$ cat src/rtl/cond_pkg.sv
`default_nettype none
// ============================================================================
// Module      : cond_pkg
// Description : Shared types and constants for the conditional-execution
//               stage: ARM condition-code encoding, NZCV flag bit indices
//               and the flag write-enable bit indices.
// Revision    : 1.0 - initial release
// ============================================================================
package cond_pkg;

    // ARM condition field encoding (instr[31:28])
    typedef enum logic [3:0] {
        EQ = 4'b0000,
        NE = 4'b0001,
        CS = 4'b0010,
        CC = 4'b0011,
        MI = 4'b0100,
        PL = 4'b0101,
        VS = 4'b0110,
        VC = 4'b0111,
        HI = 4'b1000,
        LS = 4'b1001,
        GE = 4'b1010,
        LT = 4'b1011,
        GT = 4'b1100,
        LE = 4'b1101,
        AL = 4'b1110,
        NV = 4'b1111
    } cond_e;

    // Bit positions inside the 4-bit flag vector (Z N C V, MSB first)
    localparam int FLAG_Z = 3;
    localparam int FLAG_N = 2;
    localparam int FLAG_C = 1;
    localparam int FLAG_V = 0;

    // Bit positions inside the 2-bit flag write-enable
    localparam int FLAGW_NZ = 1;
    localparam int FLAGW_CV = 0;

endpackage : cond_pkg
`default_nettype wire

$ cat src/rtl/cond_check.sv
`default_nettype none
// ============================================================================
// Module      : cond_check
// Description : Purely combinational ARM condition-code evaluator.
//               Ports:
//                 cond_i   [3:0] in  : condition field
//                 flags_i  [3:0] in  : stored flags, Z N C V in bits 3..0
//                 cond_ex        out : condition passed
//               The reserved encoding 1111 never passes.
// Revision    : 1.0 - initial release
// ============================================================================
module cond_check
    import cond_pkg::*;
(
    input  logic [3:0] cond_i,
    input  logic [3:0] flags_i,
    output logic       cond_ex
);

    logic w_z;
    logic w_n;
    logic w_c;
    logic w_v;

    assign w_z = flags_i[FLAG_Z];
    assign w_n = flags_i[FLAG_N];
    assign w_c = flags_i[FLAG_C];
    assign w_v = flags_i[FLAG_V];

    always_comb begin
        cond_ex = 1'b0;
        case (cond_e'(cond_i))
            EQ:      cond_ex = w_z;
            NE:      cond_ex = ~w_z;
            CS:      cond_ex = w_c;
            CC:      cond_ex = ~w_c;
            MI:      cond_ex = w_n;
            PL:      cond_ex = ~w_n;
            VS:      cond_ex = w_v;
            VC:      cond_ex = ~w_v;
            HI:      cond_ex = w_c & ~w_z;
            LS:      cond_ex = ~w_c | w_z;
            GE:      cond_ex = (w_n == w_v);
            LT:      cond_ex = (w_n != w_v);
            GT:      cond_ex = ~w_z & (w_n == w_v);
            LE:      cond_ex = w_z | (w_n != w_v);
            AL:      cond_ex = 1'b1;
            default: cond_ex = 1'b0;   // NV: reserved, treated as never
        endcase
    end

endmodule : cond_check
`default_nettype wire

$ cat src/rtl/cond_unit.sv
`default_nettype none
// ============================================================================
// Module      : cond_unit
// Description : Conditional-execution stage following the ALU. Holds the
//               NZCV flag register, evaluates the condition field against
//               the stored flags and registers the gated side-effect
//               controls into the EX/MEM boundary.
//               Ports:
//                 clk, rst_n          : clock, synchronous active-low reset
//                 stall_i, flush_i    : hold / kill the instruction in EX
//                 valid_i             : instruction present in EX
//                 cond_i      [3:0]   : condition field
//                 alu_flags   [3:0]   : ALU flags, Z N C V in bits 3..0
//                 flag_w_i    [1:0]   : [1] writes N,Z ; [0] writes C,V
//                 pc_src_i, reg_write_i, mem_write_i : ungated controls
//                 q_clr_i             : clear sticky overflow
//                 cond_ex_o           : combinational condition passed
//                 flags_o     [3:0]   : stored flags
//                 valid_o, pc_src_o, reg_write_o, mem_write_o : registered
//                 q_flag_o            : sticky overflow
//               Optional feature macro: COND_STICKY_OVF_EN (sticky Q flag).
//               Without it q_flag_o is constant 0 and q_clr_i is ignored.
// Revision    : 1.0 - initial release
// ============================================================================
module cond_unit
    import cond_pkg::*;
(
    input  logic       clk,
    input  logic       rst_n,
    input  logic       stall_i,
    input  logic       flush_i,
    input  logic       valid_i,
    input  logic [3:0] cond_i,
    input  logic [3:0] alu_flags,
    input  logic [1:0] flag_w_i,
    input  logic       pc_src_i,
    input  logic       reg_write_i,
    input  logic       mem_write_i,
    input  logic       q_clr_i,
    output logic       cond_ex_o,
    output logic [3:0] flags_o,
    output logic       valid_o,
    output logic       pc_src_o,
    output logic       reg_write_o,
    output logic       mem_write_o,
    output logic       q_flag_o
);

    logic       w_cond_ex;
    logic       w_exec;
    logic       w_wr_nz;
    logic       w_wr_cv;

    logic [3:0] r_flags;
    logic       r_valid;
    logic       r_pc_src;
    logic       r_reg_write;
    logic       r_mem_write;

    // Condition always judged against the stored flags; flags written by
    // the previous instruction are already in r_flags, so no forwarding.
    cond_check u_cond_check (
        .cond_i  (cond_i),
        .flags_i (r_flags),
        .cond_ex (w_cond_ex)
    );

    assign w_exec  = valid_i & w_cond_ex & ~flush_i;
    assign w_wr_nz = w_exec & flag_w_i[FLAGW_NZ] & ~stall_i;
    assign w_wr_cv = w_exec & flag_w_i[FLAGW_CV] & ~stall_i;

    // Flag register: the NZ and CV halves have independent enables.
    // A flush clears w_exec, so it also suppresses any flag write.
    always_ff @(posedge clk) begin
        if (!rst_n) begin
            r_flags <= 4'b0000;
        end else begin
            if (w_wr_nz) begin
                r_flags[FLAG_N] <= alu_flags[FLAG_N];
                r_flags[FLAG_Z] <= alu_flags[FLAG_Z];
            end
            if (w_wr_cv) begin
                r_flags[FLAG_C] <= alu_flags[FLAG_C];
                r_flags[FLAG_V] <= alu_flags[FLAG_V];
            end
        end
    end

    // EX/MEM control register. Flush beats stall: it loads a bubble even
    // while the rest of the pipe is held. A failed condition still yields
    // a valid entry, but with every side effect cleared (a no-op).
    always_ff @(posedge clk) begin
        if (!rst_n) begin
            r_valid     <= 1'b0;
            r_pc_src    <= 1'b0;
            r_reg_write <= 1'b0;
            r_mem_write <= 1'b0;
        end else if (flush_i) begin
            r_valid     <= 1'b0;
            r_pc_src    <= 1'b0;
            r_reg_write <= 1'b0;
            r_mem_write <= 1'b0;
        end else if (!stall_i) begin
            r_valid     <= valid_i;
            r_pc_src    <= pc_src_i & w_exec;
            r_reg_write <= reg_write_i & w_exec;
            r_mem_write <= mem_write_i & w_exec;
        end
    end

`ifdef COND_STICKY_OVF_EN
    logic r_q_flag;

    // Set on any C,V write carrying V=1; clear when not stalled. Set wins.
    always_ff @(posedge clk) begin
        if (!rst_n) begin
            r_q_flag <= 1'b0;
        end else if (w_wr_cv && alu_flags[FLAG_V]) begin
            r_q_flag <= 1'b1;
        end else if (q_clr_i && !stall_i) begin
            r_q_flag <= 1'b0;
        end
    end

    assign q_flag_o = r_q_flag;
`else
    logic w_unused_q_clr;

    assign w_unused_q_clr = q_clr_i;
    assign q_flag_o       = 1'b0;
`endif

    assign cond_ex_o   = w_cond_ex;
    assign flags_o     = r_flags;
    assign valid_o     = r_valid;
    assign pc_src_o    = r_pc_src;
    assign reg_write_o = r_reg_write;
    assign mem_write_o = r_mem_write;

endmodule : cond_unit
`default_nettype wire

$ cat config.mk
export PLATFORM = sky130hd
export DESIGN_NAME = cond_unit
export DESIGN_NICKNAME = d
export VERILOG_FILES = /design/src/rtl/cond_pkg.sv /design/src/rtl/cond_check.sv /design/src/rtl/cond_unit.sv
export SDC_FILE = /design/constraint.sdc
export NUM_CORES = 1
export LEC_CHECK = 0
export ABC_AREA = 0
export BUFFER_PORTS_ARGS = -buffer_cell sky130_fd_sc_hd__buf_2
export CAP_MARGIN = 5
export CORE_AREA = 2 2 39 41
export DETAILED_ROUTE_END_ITERATION = 6
export DIE_AREA = 0 0 41 43
export PLACE_DENSITY = 0.76
export SLEW_MARGIN = 20
export SYNTH_ARGS = -nofsm -noshare
export SYNTH_HDL_FRONTEND = slang
export SYNTH_SLANG_ARGS = --single-unit
$ cat constraint.sdc
create_clock -name clk -period 4.8 [get_ports clk]
set_input_delay 0.48 -clock clk [delete_from_list [all_inputs] [get_ports clk]]
set_output_delay 0.48 -clock clk [all_outputs]
set_load 0.01 [all_outputs]
==> run metrics <==
run status complete, no violations; hold violation count in the final report 0; top_reg_cell synth dfxtp_1; pin count of the biggest net entering global routing 12; post-detailed-placement half-perimeter wirelength 964 microns; GR Util All Layers 0.163; design internal power 114 uW; non-filler cells, final 99; hold bufs inserted after CTS 0; Logic pwr share 0.227; die area 0.00176 sq mm; met3 layer wire length in the routed design 87 microns; Synth Net Count 76; first-pass GRT wire length 1.95 mm; number of buffer cells added on primary ports 26; Max Cap Violations 0; antenna violations before repair 0; worst clock skew about 0.0044 ns; largest cells by area after synthesis dfxtp_1 (28%), mux2i_1 (8.8%), and3b_1 (7.7%); share of power burned in registers 0.443; average wire length per cell after detail routing roughly 12 microns; post-route clock period utilization 0.457; Pleak 0.327 nW; count of flip-flops with a built-in enable after synthesis 0; number of synthesized register bits 8; ANT nets after route 0; total instance count after detailed placement 96; TritonCTS Sinks 8; met2 routed WL 572 microns; endpoint kind of the worst setup timing path output port; setup total negative slack 0 ns; power per cell area 213 mW/mm^2; Sw Share 0.265; via count of the first global-routing pass 499; last weighted congestion value of the routability-driven placer around 0.67; leading area contributor after synthesis dfxtp_1; pins over their slew limit 0; minimum setup slack after placement 2.70 ns; I/O pins 29; switching power summed over all nets 41.0 uW; area of the mapped netlist approximately 570 sq um; uppermost signal routing layer after detailed routing met4; ratio of routed vias to standard cells 5.36; CTS root buf clkbuf_4; design area 726 sq um; Die W 41 microns; DR vias 531; layout cells sized above 1 0.470; shortest clock period the worst path allows after layout 2.19 ns; number of rows created at floorplan 14; Routed Wire Length 1.16 mm; total core area 0.00138 sq mm; CTS max path bufs 2; Diodes inserted 0; maximum ir drop on the vdd rail around 0.15 mV; most instantiated library cell after synthesis nand2_1; area overhead of the layout relative to synthesis 27.2%; wire length on met1 461 microns; DRC viols 0; count of synthesis-stage warnings from yosys 0; TritonCTS buffer count 3; cell count after synthesis 57; total congestion overflow 0; part of the Yosys area used for sequential elements 0.281; setup bufs post-CTS 0; critical path required time 4.32 ns; WP data arrival 1.71 ns; sort of element at the start of the critical path register; fraction of synthesis flops using an asynchronous set or reset pin 0; share of the synthesized area in the top cell type 0.281; maximum fanout along the worst path 5; initial cell density of the core 0.412; number of cells upsized or downsized after cts 0; final worst-path setup slack 2.61 ns; drt first-iter violations 3; count of distinct cell types in the synthesized netlist 27; unrepaired setup endpoints after global routing no; Post-Synthesis Mean Instance Area 10.0 sq um; worst-skew pair later-pin latency 0.25 ns; clock tree from TritonCTS yes; max frequency between 0.4 and 0.5 GHz; Commonest cells post-synth nand2_1 (9), dfxtp_1 (8), and3b_1 (5), mux2i_1 (5); final-stage net count 104; CTS H-tree lvls 1; count of endpoints failing setup in the final report 0; number of iterations in the first detailed-routing pass 4; placed inst area around 700 sq um; vertical die dimension 43 microns; class of the worst hold path input port to register; post-CTS clock slew at the launch and capture registers of the worst setup and hold paths 0.05 ns; clock network power share 0.330; Total Power 155 uW; path type of the worst setup path register to output port
[placed cells by master (no fill, tap or decap), drive strengths merged, types with 2 or more instances in the layout]
cell,instances
buf,26
nand2,10
dfxtp,8
mux2i,6
and3b,5
xnor2,3
a32o,3
clkbuf,3
a21oi,3
nor3b,2
nand3b,2
or2b,2
[logic make-up (layout without fill, tap and decap cells)]
family,Yosys count,in the layout,share of synthesized area
AND/OR/NAND/NOR,25,25,0.283
other,1,1,0.00657
XOR/XNOR,4,4,0.0877
buffers and inverters,3,29,0.0307
flip-flops,8,8,0.281
multiplexers,6,6,0.112
AO/OA/AOI/OAI,10,10,0.200
[path summary, 6_finish.rpt]
check,from,to,slack (ns),cells past startpoint
hold reg to reg,mem_write_o$_SDFFE_PP0N_,mem_write_o$_SDFFE_PP0N_,0.46,1
setup / recovery,flags_o[2]$_SDFFE_PN0P_,cond_ex_o,2.61,5
setup reg to reg,flags_o[2]$_SDFFE_PN0P_,flags_o[0]$_SDFFE_PN0P_,3.08,5
hold / removal,flush_i,valid_o$_SDFFE_PP0N_,0.43,2
[power by group through the flow]
stage	registers [mW]	logic [mW]	clock network, mW
after floorplan	0.0705	0.0227	0
after global placement	0.0700	0.0344	0
after detailed placement	0.0700	0.0354	0
after CTS	0.0686	0.0356	0.0552
after global routing	0.0687	0.0386	0.0571
final	0.0686	0.0352	0.0511
[critical path, cell delays in order, from the launching register on]
cell	delay [ns]
dfxtp_1	0.42
xor3_1	0.46
o22ai_2	0.21
o32ai_4	0.15
nand2_4	0.10
buf_2	0.13
[cell type report]
class	count	area, sq um
repair buffers	26	130
flip-flops and latches	8	160
well taps	16	20.0
clock buffers	3	22.5
multi-input cells	46	393
fillers	138	658
[metrics by stage]
stage	utilization	hold slack [ns]
2_1_floorplan	-	0.510
3_3_place_gp	0.508	0.453
3_5_place_dp	0.508	0.453
4_1_cts	0.524	0.411
5_1_grt	0.524	0.427
6_report	0.524	0.425
[registers in the layout, indices dropped and copies added (netlist names)]
register / count
reg_write_o: 1
pc_src_o: 1
mem_write_o: 1
flags_o: 4
valid_o: 1
[layer usage]
metal	global-route usage	up-vias
met5	0	-
met4	0.120	0
met3	0.0157	5
met2	0.269	24
met1	0.180	242
li1	-	260
Note: power is estimated with default switching activity, not from simulation.
